$ cat config.mk
export PLATFORM = sky130hd
export DESIGN_NAME = shift_issue_stage
export DESIGN_NICKNAME = d
export VERILOG_FILES = /design/src/rtl/shift_issue_stage_pkg.sv /design/src/rtl/shift_issue_stage_barrel.sv /design/src/rtl/shift_issue_stage.sv
export SDC_FILE = /design/constraint.sdc
export NUM_CORES = 1
export LEC_CHECK = 0
export BUFFER_PORTS_ARGS = -buffer_cell sky130_fd_sc_hd__buf_2
export CORE_ASPECT_RATIO = 0.75
export CORE_MARGIN = 4
export CORE_UTILIZATION = 58
export CTS_BUF_LIST = sky130_fd_sc_hd__clkbuf_16
export DETAILED_ROUTE_END_ITERATION = 6
export GPL_ROUTABILITY_DRIVEN = 1
export MAX_ROUTING_LAYER = met4
export PLACE_DENSITY = 0.81
export SYNTH_ARGS = -nofsm -noshare
export SYNTH_HDL_FRONTEND = slang
export SYNTH_SLANG_ARGS = --single-unit
$ cat constraint.sdc
create_clock -name clk_i -period 3 [get_ports clk_i]
set_input_delay 0.15 -clock clk_i [delete_from_list [all_inputs] [get_ports clk_i]]
set_output_delay 0.15 -clock clk_i [all_outputs]
set_load 0.005 [all_outputs]
$ cat src/rtl/shift_issue_stage_pkg.sv
// Shared definitions for the shift issue stage: datapath width, op encoding and the
// arithmetic-right fill helper. The ALU decoder imports the same package for its op codes.
package shift_issue_stage_pkg;

   localparam int unsigned DATA_W = 32;

   typedef enum logic [1:0] {
      OpSrl = 2'b00,
      OpSll = 2'b01,
      OpSra = 2'b10,
      OpRor = 2'b11
   } shift_op_e;

   // Upper bits vacated by a logical right shift of amt; OR-ed in for negative SRA operands.
   function automatic logic [DATA_W-1:0] sra_fill_mask(input logic [4:0] amt);
      return ~({DATA_W{1'b1}} >> amt);
   endfunction

endpackage

$ cat src/rtl/shift_issue_stage_barrel.sv
// 32-bit logarithmic barrel shifter, logical only (zero fill). left_i selects direction;
// left shifts reuse the right-shift network by bit-reversing the operand and the result.
module shift_issue_stage_barrel
   import shift_issue_stage_pkg::*;
(
   input  logic [DATA_W-1:0] data_i,
   input  logic [4:0]        amt_i,
   input  logic              left_i,
   output logic [DATA_W-1:0] data_o
);

   logic [DATA_W-1:0] src;
   logic [DATA_W-1:0] acc;

   // Reverse for left shifts, run five conditional power-of-two stages, reverse back.
   always_comb begin
      src    = '0;
      acc    = '0;
      data_o = '0;
      for (int i = 0; i < DATA_W; i++) begin
         src[i] = left_i ? data_i[DATA_W-1-i] : data_i[i];
      end
      acc = src;
      for (int k = 0; k < 5; k++) begin
         if (amt_i[k]) acc = acc >> (1 << k);
      end
      for (int i = 0; i < DATA_W; i++) begin
         data_o[i] = left_i ? acc[DATA_W-1-i] : acc[i];
      end
   end

endmodule

$ cat src/rtl/shift_issue_stage.sv
// Two-stage valid/ready shift issue stage. S1 registers the request, the shift is evaluated
// between S1 and S2, S2 registers the result for the writeback mux.
// Optional build macro SHIFT_ROTATE_EN: op 11 becomes rotate-right; otherwise op 11 yields
// a zero result flagged with out_err_o.
module shift_issue_stage
   import shift_issue_stage_pkg::*;
#(
   parameter int unsigned TAG_WIDTH    = 4,
   parameter bit          ZERO_ON_IDLE = 1'b1
) (
   input  logic                 clk_i,
   input  logic                 rst_i,
   input  logic                 in_valid_i,
   output logic                 in_ready_o,
   input  logic [DATA_W-1:0]    in_d_i,
   input  logic [DATA_W-1:0]    in_s_i,
   input  logic [1:0]           in_op_i,
   input  logic [TAG_WIDTH-1:0] in_tag_i,
   output logic                 out_valid_o,
   input  logic                 out_ready_i,
   output logic [DATA_W-1:0]    out_y_o,
   output logic [TAG_WIDTH-1:0] out_tag_o,
   output logic                 out_err_o
);

   // Stage 1: raw request.
   logic                 s1_v_q, s1_v_d;
   logic [DATA_W-1:0]    s1_d_q, s1_d_d;
   logic [DATA_W-1:0]    s1_s_q, s1_s_d;
   shift_op_e            s1_op_q, s1_op_d;
   logic [TAG_WIDTH-1:0] s1_tag_q, s1_tag_d;

   // Stage 2: finished result.
   logic                 s2_v_q, s2_v_d;
   logic [DATA_W-1:0]    s2_y_q, s2_y_d;
   logic [TAG_WIDTH-1:0] s2_tag_q, s2_tag_d;
   logic                 s2_err_q, s2_err_d;

   logic adv1, adv2;

   logic [4:0]        s1_e;
   logic              s1_big;
   logic              s1_sign;
   logic [DATA_W-1:0] sh_y;
   logic [DATA_W-1:0] res_y;
   logic              res_err;

   assign adv2       = ~s2_v_q | out_ready_i;
   assign adv1       = ~s1_v_q | adv2;
   assign in_ready_o = adv1 & ~rst_i;

   assign s1_e    = s1_s_q[4:0];
   assign s1_big  = |s1_s_q[DATA_W-1:5];
   assign s1_sign = s1_d_q[DATA_W-1];

   // Right shift for everything except SLL; rotate reuses this as its right half.
   shift_issue_stage_barrel u_shift_main (
      .data_i (s1_d_q),
      .amt_i  (s1_e),
      .left_i (s1_op_q == OpSll),
      .data_o (sh_y)
   );

`ifdef SHIFT_ROTATE_EN
   logic [4:0]        rot_amt;
   logic [DATA_W-1:0] rot_y;

   // Left by 32-E; E=0 wraps to 0 so the OR below still returns D unchanged.
   assign rot_amt = 5'd0 - s1_e;

   shift_issue_stage_barrel u_shift_rot (
      .data_i (s1_d_q),
      .amt_i  (rot_amt),
      .left_i (1'b1),
      .data_o (rot_y)
   );
`endif

   // Saturation of out-of-range amounts and SRA sign fill around the bare shifter.
   always_comb begin
      res_y   = sh_y;
      res_err = 1'b0;
      unique case (s1_op_q)
         OpSrl, OpSll: begin
            if (s1_big) res_y = '0;
         end
         OpSra: begin
            if (s1_big) res_y = {DATA_W{s1_sign}};
            else        res_y = sh_y | (s1_sign ? sra_fill_mask(s1_e) : '0);
         end
         OpRor: begin
`ifdef SHIFT_ROTATE_EN
            res_y = sh_y | rot_y;
`else
            res_y   = '0;
            res_err = 1'b1;
`endif
         end
         default: ;
      endcase
   end

   // Next-state for both stages: each stage loads only when the stage ahead frees up.
   always_comb begin
      s1_v_d   = s1_v_q;
      s1_d_d   = s1_d_q;
      s1_s_d   = s1_s_q;
      s1_op_d  = s1_op_q;
      s1_tag_d = s1_tag_q;
      s2_v_d   = s2_v_q;
      s2_y_d   = s2_y_q;
      s2_tag_d = s2_tag_q;
      s2_err_d = s2_err_q;
      if (adv1) begin
         s1_v_d = in_valid_i;
         if (in_valid_i) begin
            s1_d_d   = in_d_i;
            s1_s_d   = in_s_i;
            s1_op_d  = shift_op_e'(in_op_i);
            s1_tag_d = in_tag_i;
         end
      end
      if (adv2) begin
         s2_v_d = s1_v_q;
         if (s1_v_q) begin
            s2_y_d   = res_y;
            s2_tag_d = s1_tag_q;
            s2_err_d = res_err;
         end
      end
   end

   // Pipeline registers; reset discards any in-flight request in both stages.
   always_ff @(posedge clk_i) begin
      if (rst_i) begin
         s1_v_q   <= 1'b0;
         s1_d_q   <= '0;
         s1_s_q   <= '0;
         s1_op_q  <= OpSrl;
         s1_tag_q <= '0;
         s2_v_q   <= 1'b0;
         s2_y_q   <= '0;
         s2_tag_q <= '0;
         s2_err_q <= 1'b0;
      end else begin
         s1_v_q   <= s1_v_d;
         s1_d_q   <= s1_d_d;
         s1_s_q   <= s1_s_d;
         s1_op_q  <= s1_op_d;
         s1_tag_q <= s1_tag_d;
         s2_v_q   <= s2_v_d;
         s2_y_q   <= s2_y_d;
         s2_tag_q <= s2_tag_d;
         s2_err_q <= s2_err_d;
      end
   end

   // Output drive; idle data is zeroed or held depending on ZERO_ON_IDLE.
   always_comb begin
      out_valid_o = s2_v_q;
      out_err_o   = s2_v_q & s2_err_q;
      if (ZERO_ON_IDLE && !s2_v_q) begin
         out_y_o   = '0;
         out_tag_o = '0;
      end else begin
         out_y_o   = s2_y_q;
         out_tag_o = s2_tag_q;
      end
   end

endmodule

==> impl_metrics.csv <==
group,metric,value,unit
clock_network,cts_tree,"built",
clock_network,cts_hold_buf,0,
sta,fin_ws,0.132,ns
clock_network,clock_latency,0.37,ns
die,io_pins,113,
global_route,grt_start_max_net_pins,82,
clock_network,cts_resized,0,
synth,synthFlopType,"dfxtp_1",
run_status,status,"finished with violations",
clock_network,cts-buffers-inserted,9,
setup_path,crit_required,3.26,ns
routing,drc_errors,7,
routing,vias_per_cell,6.71,
sta,tightest_slew,1.10,ns
synth,synth_top_area_share,29.6,%
final_layout,drive_above_1_share,23.4,%
pwr,max-vdd-ir-drop,0.000299,V
sta,whs,0.00727,ns
synth,syn_inst,959,
final_layout,nets,1136,
synth,synth_edf_count,0,
die,dieArea,14600,um2
clock_network,clk_path_buf_depth,2,
pwr,cellPowerDensity,438,nW/um2
clock_network,htreeDepth,3,
global_route,grtUsageTotal,37.6,%
die,core,12300,um2
routing,drt_iter0_drc,1384,
die,die_height,106,um
synth,synthTopCellsByArea,"dfxtp_1 30%, nand2_1 12%, mux4_2 10%",
place,gp_congestion,1.08,
place,dpl_worst_slack,0.197,ns
sta,slew_headroom,26.2,%
clock_network,clock-sinks,109,
synth,synth_area_leader_cell,"dfxtp_1",
synth,seq_area_frac_synth,29.6,%
sta,finalSetupViolations,0,
routing,first_pass_iters,7,
synth,netlist_area,7360,um2
pwr,total_power,3770,uW
sta,max_freq,0.349,GHz
global_route,gr-total-overflow,0,
setup_path,critPathKind,"flop to flop",
synth,synthArstFlopShare,0,%
min_path,hp-class,"input port to flop",
place,hpwl,19900,um
synth,postSynthAreaPerCell,7.68,um2
final_layout,postLayoutCoreUtil,69.8,%
final_layout,multi_input_area,4830,um2
synth,synth-seq-cells,109,
sta,layout_min_cycle_time,2.87,ns
sta,rsz0062_at_grt,"false",
clock_network,clk_pin_slew,0.09,ns
die,die_w,138,um
final_layout,syn2layout_area_growth,17.1,%
routing,routed-via-count,8277,
synth,syn-num-nets,1033,
final_layout,register_area,2180,um2
setup_path,cp_data_arrival_time,3.13,ns
routing,wl_per_cell,21.9,um
sta,min_period_over_period,95.6,%
synth,synth_warnings,0,
routing,wl,27000,um
die,start_util,59.6,%
global_route,grt_pass1_wl,42700,um
final_layout,fillCellCount,1037,
pwr,leakagePower,0.00351,uW
sta,hold_viol,0,
clock_network,cts_setup_buffers,0,
sta,fin_skew,0.0102,ns
global_route,grt_pass1_vias,7614,
die,rows,35,
routing,antenna_left,0,
sta,final_max_slew_viol_count,0,
flow_run,drv_cap,0,
sta,tns,0,ns
clock_network,ctsRootBufferMaster,"clkbuf_16",
setup_path,cp_max_fo,19,
global_route,antenna_found_initial,0,
setup_path,end_kind,"flop",
synth,synth.distinct_cells,62,
run_status,failed_checks,"DRC",
place,portBuffers,112,
setup_path,start_kind,"flop",
## flip-flops by register name, summed over array words and instances (netlist names)
register / flops
s1_op_q: 2
s1_d_q: 32
s1_s_q: 32
s1_tag_q: 4
s2_err_q: 1
out_valid_o: 1
s2_tag_q: 4
s2_y_q: 32
s1_v_q: 1
## critical path, cell delays in order, from the launching register on
cell	delay, ns
dfxtp_1	0.40
nand2b_2	0.47
buf_4	0.33
mux2i_1	0.27
nor2_1	0.08
a221oi_1	0.59
buf_4	0.22
o22ai_1	0.10
o311a_1	0.31
## metal layers
metal	global-route usage, %	share of wire, %
met5	-	0
met3	13.9	16
met4	12.8	3.8
met2	51.7	41
met1	50.9	39
## Yosys cell counts, types with 4 or more instances
| cell type | instances |
|---|---|
| a211oi_1 | 5 |
| a21oi_1 | 120 |
| a221oi_1 | 12 |
| a22o_1 | 8 |
| a22oi_1 | 9 |
| a2bb2oi_1 | 4 |
| a31o_2 | 5 |
| a31oi_1 | 9 |
| and2_1 | 46 |
| buf_1 | 9 |
| buf_2 | 11 |
| clkbuf_1 | 56 |
| dfxtp_1 | 109 |
| inv_1 | 4 |
| mux2_2 | 15 |
| mux2i_1 | 22 |
| mux4_1 | 5 |
| mux4_2 | 34 |
| nand2_1 | 238 |
| nand2b_1 | 5 |
| nand3_1 | 18 |
| nand4_1 | 4 |
| nor2_1 | 56 |
| nor3_1 | 19 |
| nor4_1 | 6 |
| o211ai_1 | 6 |
| o21a_1 | 6 |
| o21ai_0 | 40 |
| o22ai_1 | 9 |
| o31ai_1 | 4 |
| o32ai_1 | 5 |
| or3_1 | 4 |
## layout by cell type (no fill, tap or decap), drive strengths merged, types with 4 or more instances in the layout
master	instances
a211oi	5
a21oi	120
a221oi	12
a22o	8
a22oi	10
a2bb2oi	4
a31o	5
a31oi	9
and2	47
buf	172
clkbuf	9
clkinv	5
dfxtp	109
inv	9
mux2	15
mux2i	22
mux4	39
nand2	238
nand2b	5
nand3	18
nand4	4
nor2	56
nor3	19
nor4	6
o211ai	6
o21a	6
o21ai	42
o22ai	9
o31ai	4
o32ai	5
or3	4
## metrics by stage
stage | instance area, um2 | cells
3_3_place_gp | 8290 | 1217
6_report | 8620 | 1234
4_1_cts | 8620 | 1233
5_1_grt | 8620 | 1233
2_1_floorplan | 7360 | 959
3_5_place_dp | 8290 | 1217
## cell families after synthesis
| family | after synthesis | synth area share (%) |
|---|---|---|
| compound gates | 277 | 23.7 |
| flops | 109 | 29.6 |
| simple gates | 410 | 24.3 |
| mux | 76 | 17.5 |
| buf+inv | 87 | 4.88 |
## where the power goes
group,internal (uW),leakage [uW],switching (uW)
clock network,612,0.000155,685
logic,353,0.00246,535
registers,1510,0.000893,77.2
total,2470,0.00351,1300
## final timing paths
check / cells after the start / startpoint / slack (ns) / to
max: 8 / s1_op_q[1]$_SDFFE_PP0P_ / 0.13 / s2_y_q[1]$_SDFFE_PP0P_
min: 3 / in_d_i[30] / 0.007 / s1_d_q[30]$_SDFFE_PP0P_
max reg2reg: 8 / s1_op_q[1]$_SDFFE_PP0P_ / 0.13 / s2_y_q[1]$_SDFFE_PP0P_
min reg2reg: 2 / s2_tag_q[3]$_SDFFE_PP0P_ / 0.46 / s2_tag_q[3]$_SDFFE_PP0P_
## layout make-up
class	instances	area share (%)
clock inverter	7	1.12
clock buffer	9	2.61
sequential	109	25.3
antenna	1	0.0290
inverter	7	0.305
timing repair buffer	172	12.2
multi-input combinational	763	56.0
tap	166	2.41
(Power assumes the default switching activity.)
